$ cat src/rtl/serial_bit_source_pkg.sv
// ---------------------------------------------------------------------------
// serial_bit_source_pkg
//   Shared definitions for the serial bit source and the Moore sequence
//   detector it feeds. Both blocks use the same 2-bit state width, so the
//   constants live here rather than in either module.
//
//   Contents:
//     DEFAULT_WIDTH  default word width for the serialiser
//     state_t        2-bit state encoding (IDLE / SHIFT / DONE)
// ---------------------------------------------------------------------------
package serial_bit_source_pkg;

    localparam int DEFAULT_WIDTH = 8;

    // 2'b11 is deliberately left unused; the serialiser treats it as
    // illegal and returns to IDLE on the next edge.
    typedef enum logic [1:0] {
        IDLE  = 2'b00,
        SHIFT = 2'b01,
        DONE  = 2'b10
    } state_t;

endpackage

$ cat src/rtl/serial_bit_source.sv
// ---------------------------------------------------------------------------
// serial_bit_source
//   Parallel-to-serial stage that drives the single-bit input w of the Moore
//   sequence detector. A WIDTH-bit word is captured on a load strobe and
//   shifted out MSB first, one bit per clock. Outputs depend only on the
//   registered state, so w is glitch-free and never follows the inputs
//   combinationally.
//
//   Parameters:
//     WIDTH       bits per word (2..32)
//     IDLE_LEVEL  value held on w while not shifting
//
//   Ports:
//     Clock    in   rising-edge clock
//     Resetn   in   asynchronous active-low reset
//     load     in   capture request, honoured only while ready=1
//     data_in  in   word to serialise, sampled only on the accepting edge
//     w        out  serial bit stream (registered)
//     busy     out  high while shifting
//     ready    out  high in IDLE or DONE (always ~busy)
//     done     out  one-cycle pulse after the last bit of a word
// ---------------------------------------------------------------------------
module serial_bit_source
    import serial_bit_source_pkg::*;
#(
    parameter int   WIDTH      = DEFAULT_WIDTH,
    parameter logic IDLE_LEVEL = 1'b0
) (
    input  logic             Clock,
    input  logic             Resetn,
    input  logic             load,
    input  logic [WIDTH-1:0] data_in,
    output logic             w,
    output logic             busy,
    output logic             ready,
    output logic             done
);

    localparam int CNT_W = $clog2(WIDTH);
    localparam logic [CNT_W-1:0] LAST_CNT = CNT_W'(WIDTH - 1);

    state_t           state;
    state_t           state_next;
    logic [WIDTH-1:0] sreg;
    logic [WIDTH-1:0] sreg_next;
    logic [CNT_W-1:0] cnt;
    logic [CNT_W-1:0] cnt_next;
    logic             w_reg;
    logic             w_next;

    // Next-state logic. The bit placed on w is computed one edge ahead so
    // that w itself can be a plain register. data_in is only looked at on an
    // accepting edge, so an unknown word outside that edge never reaches
    // the shift register.
    always_comb begin
        state_next = state;
        sreg_next  = sreg;
        cnt_next   = cnt;
        w_next     = IDLE_LEVEL;

        case (state)
            IDLE, DONE: begin
                if (load) begin
                    state_next = SHIFT;
                    sreg_next  = data_in;
                    cnt_next   = '0;
                    w_next     = data_in[WIDTH-1];
                end else begin
                    state_next = IDLE;
                end
            end

            SHIFT: begin
                sreg_next = sreg << 1;
                // The counter stops at the last bit instead of wrapping.
                if (cnt == LAST_CNT) begin
                    state_next = DONE;
                    w_next     = IDLE_LEVEL;
                end else begin
                    cnt_next = cnt + 1'b1;
                    w_next   = sreg[WIDTH-2];
                end
            end

            default: begin
                state_next = IDLE;
            end
        endcase
    end

    // State, shift register, bit counter and serial output register.
    // Reset aborts any word in flight without producing a done pulse.
    always_ff @(posedge Clock or negedge Resetn) begin
        if (!Resetn) begin
            state <= IDLE;
            sreg  <= '0;
            cnt   <= '0;
            w_reg <= IDLE_LEVEL;
        end else begin
            state <= state_next;
            sreg  <= sreg_next;
            cnt   <= cnt_next;
            w_reg <= w_next;
        end
    end

    assign w     = w_reg;
    assign busy  = (state == SHIFT);
    assign ready = ~busy;
    assign done  = (state == DONE);

endmodule
$ cat config.mk
export PLATFORM = sky130hd
export DESIGN_NAME = serial_bit_source
export DESIGN_NICKNAME = d
export VERILOG_FILES = /design/src/rtl/serial_bit_source_pkg.sv /design/src/rtl/serial_bit_source.sv
export SDC_FILE = /design/constraint.sdc
export NUM_CORES = 1
export LEC_CHECK = 0
export CAP_MARGIN = 5
export CORE_MARGIN = 5
export CORE_UTILIZATION = 24
export CTS_CLUSTER_DIAMETER = 40
export DETAILED_ROUTE_END_ITERATION = 12
export HOLD_SLACK_MARGIN = 0.1
export PLACE_DENSITY = 0.52
export SLEW_MARGIN = 20
export SYNTH_ARGS = -nofsm -noshare
export SYNTH_HDL_FRONTEND = slang
export SYNTH_SLANG_ARGS = --single-unit
export TNS_END_PERCENT = 30
$ cat constraint.sdc
create_clock -name Clock -period 2.7 [get_ports Clock]
set_input_delay 0.405 -clock Clock [delete_from_list [all_inputs] [get_ports Clock]]
set_output_delay 0.405 -clock Clock [all_outputs]
set_load 0.02 [all_outputs]
-- After elaboration in Yosys (flattened, before gate mapping)
Cells that the tools add are included.
- bitwise gates (word level): 1
- reduce and logical (&&, ||, !) cells: 5
- equal/unequal tests: 6
- add/sub/neg operators: 1
- multiplexer cells: 11
- operators by type and width (kind ; number):
    $pmux 7 s2 ; 1
    $mux 7 ; 1
    $mux 3 ; 2
    $pmux 3 s2 ; 1
    $ne 2x2->1 const B ; 2
    $pmux 2 s2 ; 1
    $add 3x1->3 const B ; 1
    $eq 3x3->1 const B ; 1
    $mux 1 ; 3
    $reduce_and 3->1 ; 1
    $eq 2x1->1 const B ; 1
    $eq 2x2->1 const B ; 1
    $logic_not 2->1 ; 1
    $mux 2 ; 1
    $ne 2x1->1 const B ; 1
    $pmux 1 s2 ; 1
    $reduce_and 2->1 ; 1
    $reduce_bool 2->1 ; 1
    $reduce_or 2->1 ; 1
    $not 1->1 ; 1
- input bits: 11
- register bits: 13

-- Logic depth before layout (Yosys ltp)
- depth in word-level cells: 4
- gate-level depth with buffers: 5
- gate-level depth less buffers: 5

-- Worst setup path before layout
No wires, ideal clock.
- path type: register to register
- start point: register cnt[0]
- end point: register cnt[0]
- arrival time: 1.155 ns
- data required time: 2.576 ns
- period minus slack after synthesis: 1.279 ns
- cell stages (with the launch flop): 6
- path slack: 1.421 ns
- cells stage by stage: dfrtp_1 > ha_1 > ha_1 > nor2_4 > a21o_4 > mux2i_4
- cells in the longest elaborated chain, start to end: 3
- elaborated cells between the ends (all ways): 6
- ends and longest elaborated chain (what ; line ; RTL):
    start: declaration ; serial_bit_source.sv:46 ; logic [CNT_W-1:0] cnt;
    start signal: assignment ; serial_bit_source.sv:102 ; cnt <= cnt_next;
    $add 3x1->3 or $eq 3x3->1 (tied branches) ; serial_bit_source.sv:80, serial_bit_source.sv:76 ;
    $mux 3 or $ne 2x2->1 (tied branches) ; -- ;
    $pmux 3 s2 or $reduce_and 3->1 (tied branches) ; -- ;
Several ways; a longest one is shown, not always the timed one. The select of a mux whose other input is x is not followed.
A chain may end at the register's enable or synchronous reset.

-- Worst setup path after layout
- start point: register state[1]
- end point: output done
- cells in the longest elaborated chain, start to end: 1
- ends and longest elaborated chain (what ; line ; RTL):
    start: declaration ; serial_bit_source.sv:42 ; state_t state;
    start signal: assignment ; serial_bit_source.sv:100 ; state <= state_next;
    $eq 2x2->1 ; serial_bit_source.sv:110 ; assign done = (state == DONE);
    end: declaration ; serial_bit_source.sv:36 ; output logic done
Every way passes these cells.

==> run_results.csv <==
group,metric,value,unit
grt,use_met1,10.8,%
clock_network,clock_latency,270,ps
worst_setup_path,cp_max_fo,8,
grt,antenna_found_initial,0,
sta,rsz0062_at_grt,"false",
run,cap_viol_max_count,0,
sta,final_hold_viol_count,0,
final_layout,antennaDiodeCount,0,
clock_network,hold_buffers,0,
sta,finalSetupTns,0,ps
status,outcome,"completed",
grt,grt_pass1_vias,539,
clock_network,clk_path_buf_depth,2,
synth,async_flop_share,100,%
power_and_ir_drop,pwr_density_cell,1020,mW/mm^2
synth,synth-main-ff-cell,"dfrtp_1",
detailed_routing,routed-via-count,525,
grt,grt_overflow,0,
worst_setup_path,cp_cell_sequence,"nor2b_1 -> clkdlybuf4s50_1",
placed_design,dpl.hpwl,1.06,mm
floorplanning,die_h,64.0,um
synth,syn_area,701,sq um
worst_setup_path,rrSetupSlack,1310,ps
sta,fin_crit,2120,ps
power_and_ir_drop,power.leakage,0.362,nW
synth,yosys.cell_count.top_type,"dfrtp_1",
sta,final.setup_skew,1.92,ps
grt,met2_usage,10.3,%
sta,fin_hold_ws,505,ps
final_layout,reg_top3,"sreg: 7 flops, cnt: 3 flops, state: 2 flops",
grt,grt_pass1_wl,2.52,mm
worst_setup_path,crit_arrival,1720,ps
worst_hold_path,worst_hold_path_type,"in2async",
synth,synth.top_cells.by_area,"dfrtp_1 (46%), mux2i_1 (5.7%), a211oi_1 (4.3%)",
worst_setup_path,reg2reg_depth,5,
final_layout,multi_input_area,327,sq um
placed_design,gp_congestion,0.702,
synth,yosys_warnings,0,
sta,slew_headroom,59.9,%
placed_design,port_buffers,14,
sta,fmax,471,MHz
synth,ys_seq_elements,13,
grt,grt_max_degree,15,
floorplanning,initial_core_util,25.2,%
synth,synthDominantCellAreaShare,46.4,%
sta,setup_viol,0,
clock_network,cts_tree,"yes",
final_layout,final-seq-area,325,sq um
final_layout,top_register,"sreg",
synth,syn_nets,77,
detailed_routing,dr.pass1.iters,4,
final_layout,largest_reg_flops,7,
floorplanning,num_rows,19,
clock_network,cts.sinks,13,
clock_network,cts_buffers,3,
synth,syn-mean-instance-area,10.9,sq um
floorplanning,die_w,64.0,um
sta,worst_slew_pin_slew,600,ps
clock_network,root_buffer,"clkbuf_4",
final_layout,fillCellCount,290,
detailed_routing,ant_nets,0,
worst_setup_path,slowest_stage,"dfrtp_1",
worst_setup_path,slowest_delay,630,ps
worst_setup_path,r2r-start,"cnt[0]",
grt,grtUsageMet3,3.85,%
clock_network,htree_num_levels,1,
detailed_routing,dr.first_iter.drc_count,11,
sta,slew_violations,0,
worst_setup_path,endpoint_kind,"output port",
synth,yosysTopAreaCell,"dfrtp_1",
worst_setup_path,worst_ep_required_time,2300,ps
clock_network,cts_setup_buffers,0,
sta,fin_crit_sh,78.6,%
power_and_ir_drop,ir_drop,0.000409,V
final_layout,areaGrowthSynthToFinish,25.5,%
final_layout,layout-drive-gt1-share,13.9,%
detailed_routing,vias_per_cell,4.77,
clock_network,path_clk_slew,80,ps
floorplanning,ios,15,
clock_network,cts-resized-gates,0,
grt,grt.busiest_layer,"met1",
floorplanning,core_area,0.00278,sq mm
sta,setup_ws,578,ps
synth,synthTopCellsByCount,"dfrtp_1 (13), nand2_1 (6), a21oi_1 (5)",
synth,synth_cell_types,24,
synth,synth_edf_count,0,
detailed_routing,wl,1.43,mm
synth,yosysSeqAreaShare,46.4,%
worst_setup_path,r2r_end,"cnt[0]",
grt,grt_usage,7.74,%
worst_setup_path,setup.worst_path.class,"reg2out",
final_layout,nNetsFinal,93,
detailed_routing,drc,0,
floorplanning,die_area,0.00410,sq mm
worst_setup_path,start_kind,"flop",
placed_design,place_ws,904,ps
detailed_routing,wire_per_inst,13.0,um
synth,netlist_instances,64,
==> cells by family after synthesis <==
kind of cell,share of synthesized area (%)
DFF,46.4
muxes,8.93
buffers and inverters,6.96
AOI/OAI and AO/OA,17.9
and+or+nand+nor,16.3
adders and majority gates,3.57
==> metal layers <==
metal	share of wire [%]	vias up
met5	0	-
met4	1.0	0
met3	8.2	2
met2	42	18
met1	49	252
li1	-	253
==> worst max-delay path by stage <==
stage | start | end | slack [ps] | depth (start not counted)
5_1_grt | state[1] | done | 500 | 2
3_5_place_dp | state[1] | done | 900 | 2
3_3_place_gp | state[1] | done | 900 | 2
2_1_floorplan | cnt[0] | cnt[0] | 1420 | 5
4_1_cts | state[1] | done | 560 | 2
6_report | state[1] | done | 580 | 2
==> cells in the final DEF, fill, tap and decap left out <==
cell type / count
a211oi_1: 4
a21o_4: 1
a21oi_1: 5
a22oi_1: 2
a32o_1: 1
and2_1: 1
and2b_2: 2
and2b_4: 1
buf_4: 1
clkbuf_1: 1
clkbuf_4: 3
clkdlybuf4s50_1: 14
dfrtp_1: 13
ha_1: 2
inv_1: 4
mux2i_1: 4
mux2i_4: 1
nand2_1: 6
nand3_1: 2
nor2_1: 1
nor2_4: 1
nor2b_1: 3
nor2b_4: 1
o211ai_1: 2
o21ai_0: 2
o21ai_1: 1
==> cell type report <==
| cell class | instances | share of cell area (%) |
|---|---|---|
| Tap cell | 31 | 4.41 |
| Inverter | 4 | 1.71 |
| Timing Repair Buffer | 15 | 16.8 |
| Multi-Input combinational cell | 43 | 37.1 |
| Clock buffer | 4 | 2.99 |
| Sequential cell | 13 | 37.0 |
==> stage by stage <==
| step | instance area [sq um] | util, % | instances | power, W |
|---|---|---|---|---|
| 3_5_place_dp | 853 | 30.7 | 106 | 0.000786 |
| 3_3_place_gp | 853 | 30.7 | 106 | 0.000770 |
| 4_1_cts | 880 | 31.6 | 110 | 0.000910 |
| 2_1_floorplan | 701 | - | 64 | 0.000665 |
| 6_report | 880 | 31.6 | 110 | 0.000895 |
| 5_1_grt | 880 | 31.6 | 110 | 0.000979 |
==> where the power goes <==
group / internal [W] / switching, W
Clock: 0.0000572 / 0.0000629
Sequential: 0.000280 / 0.0000731
Combinational: 0.000225 / 0.000197
Total: 0.000562 / 0.000333
==> worst max-delay path, delay by kind of cell, from the launching register on <==
| kind | cells | cell delay (ps) |
|---|---|---|
| AND/OR/NAND/NOR | 1 | 200 |
| flip-flops | 1 | 630 |
| buffers and inverters | 1 | 620 |
Note: power is estimated with default switching activity, not from simulation.
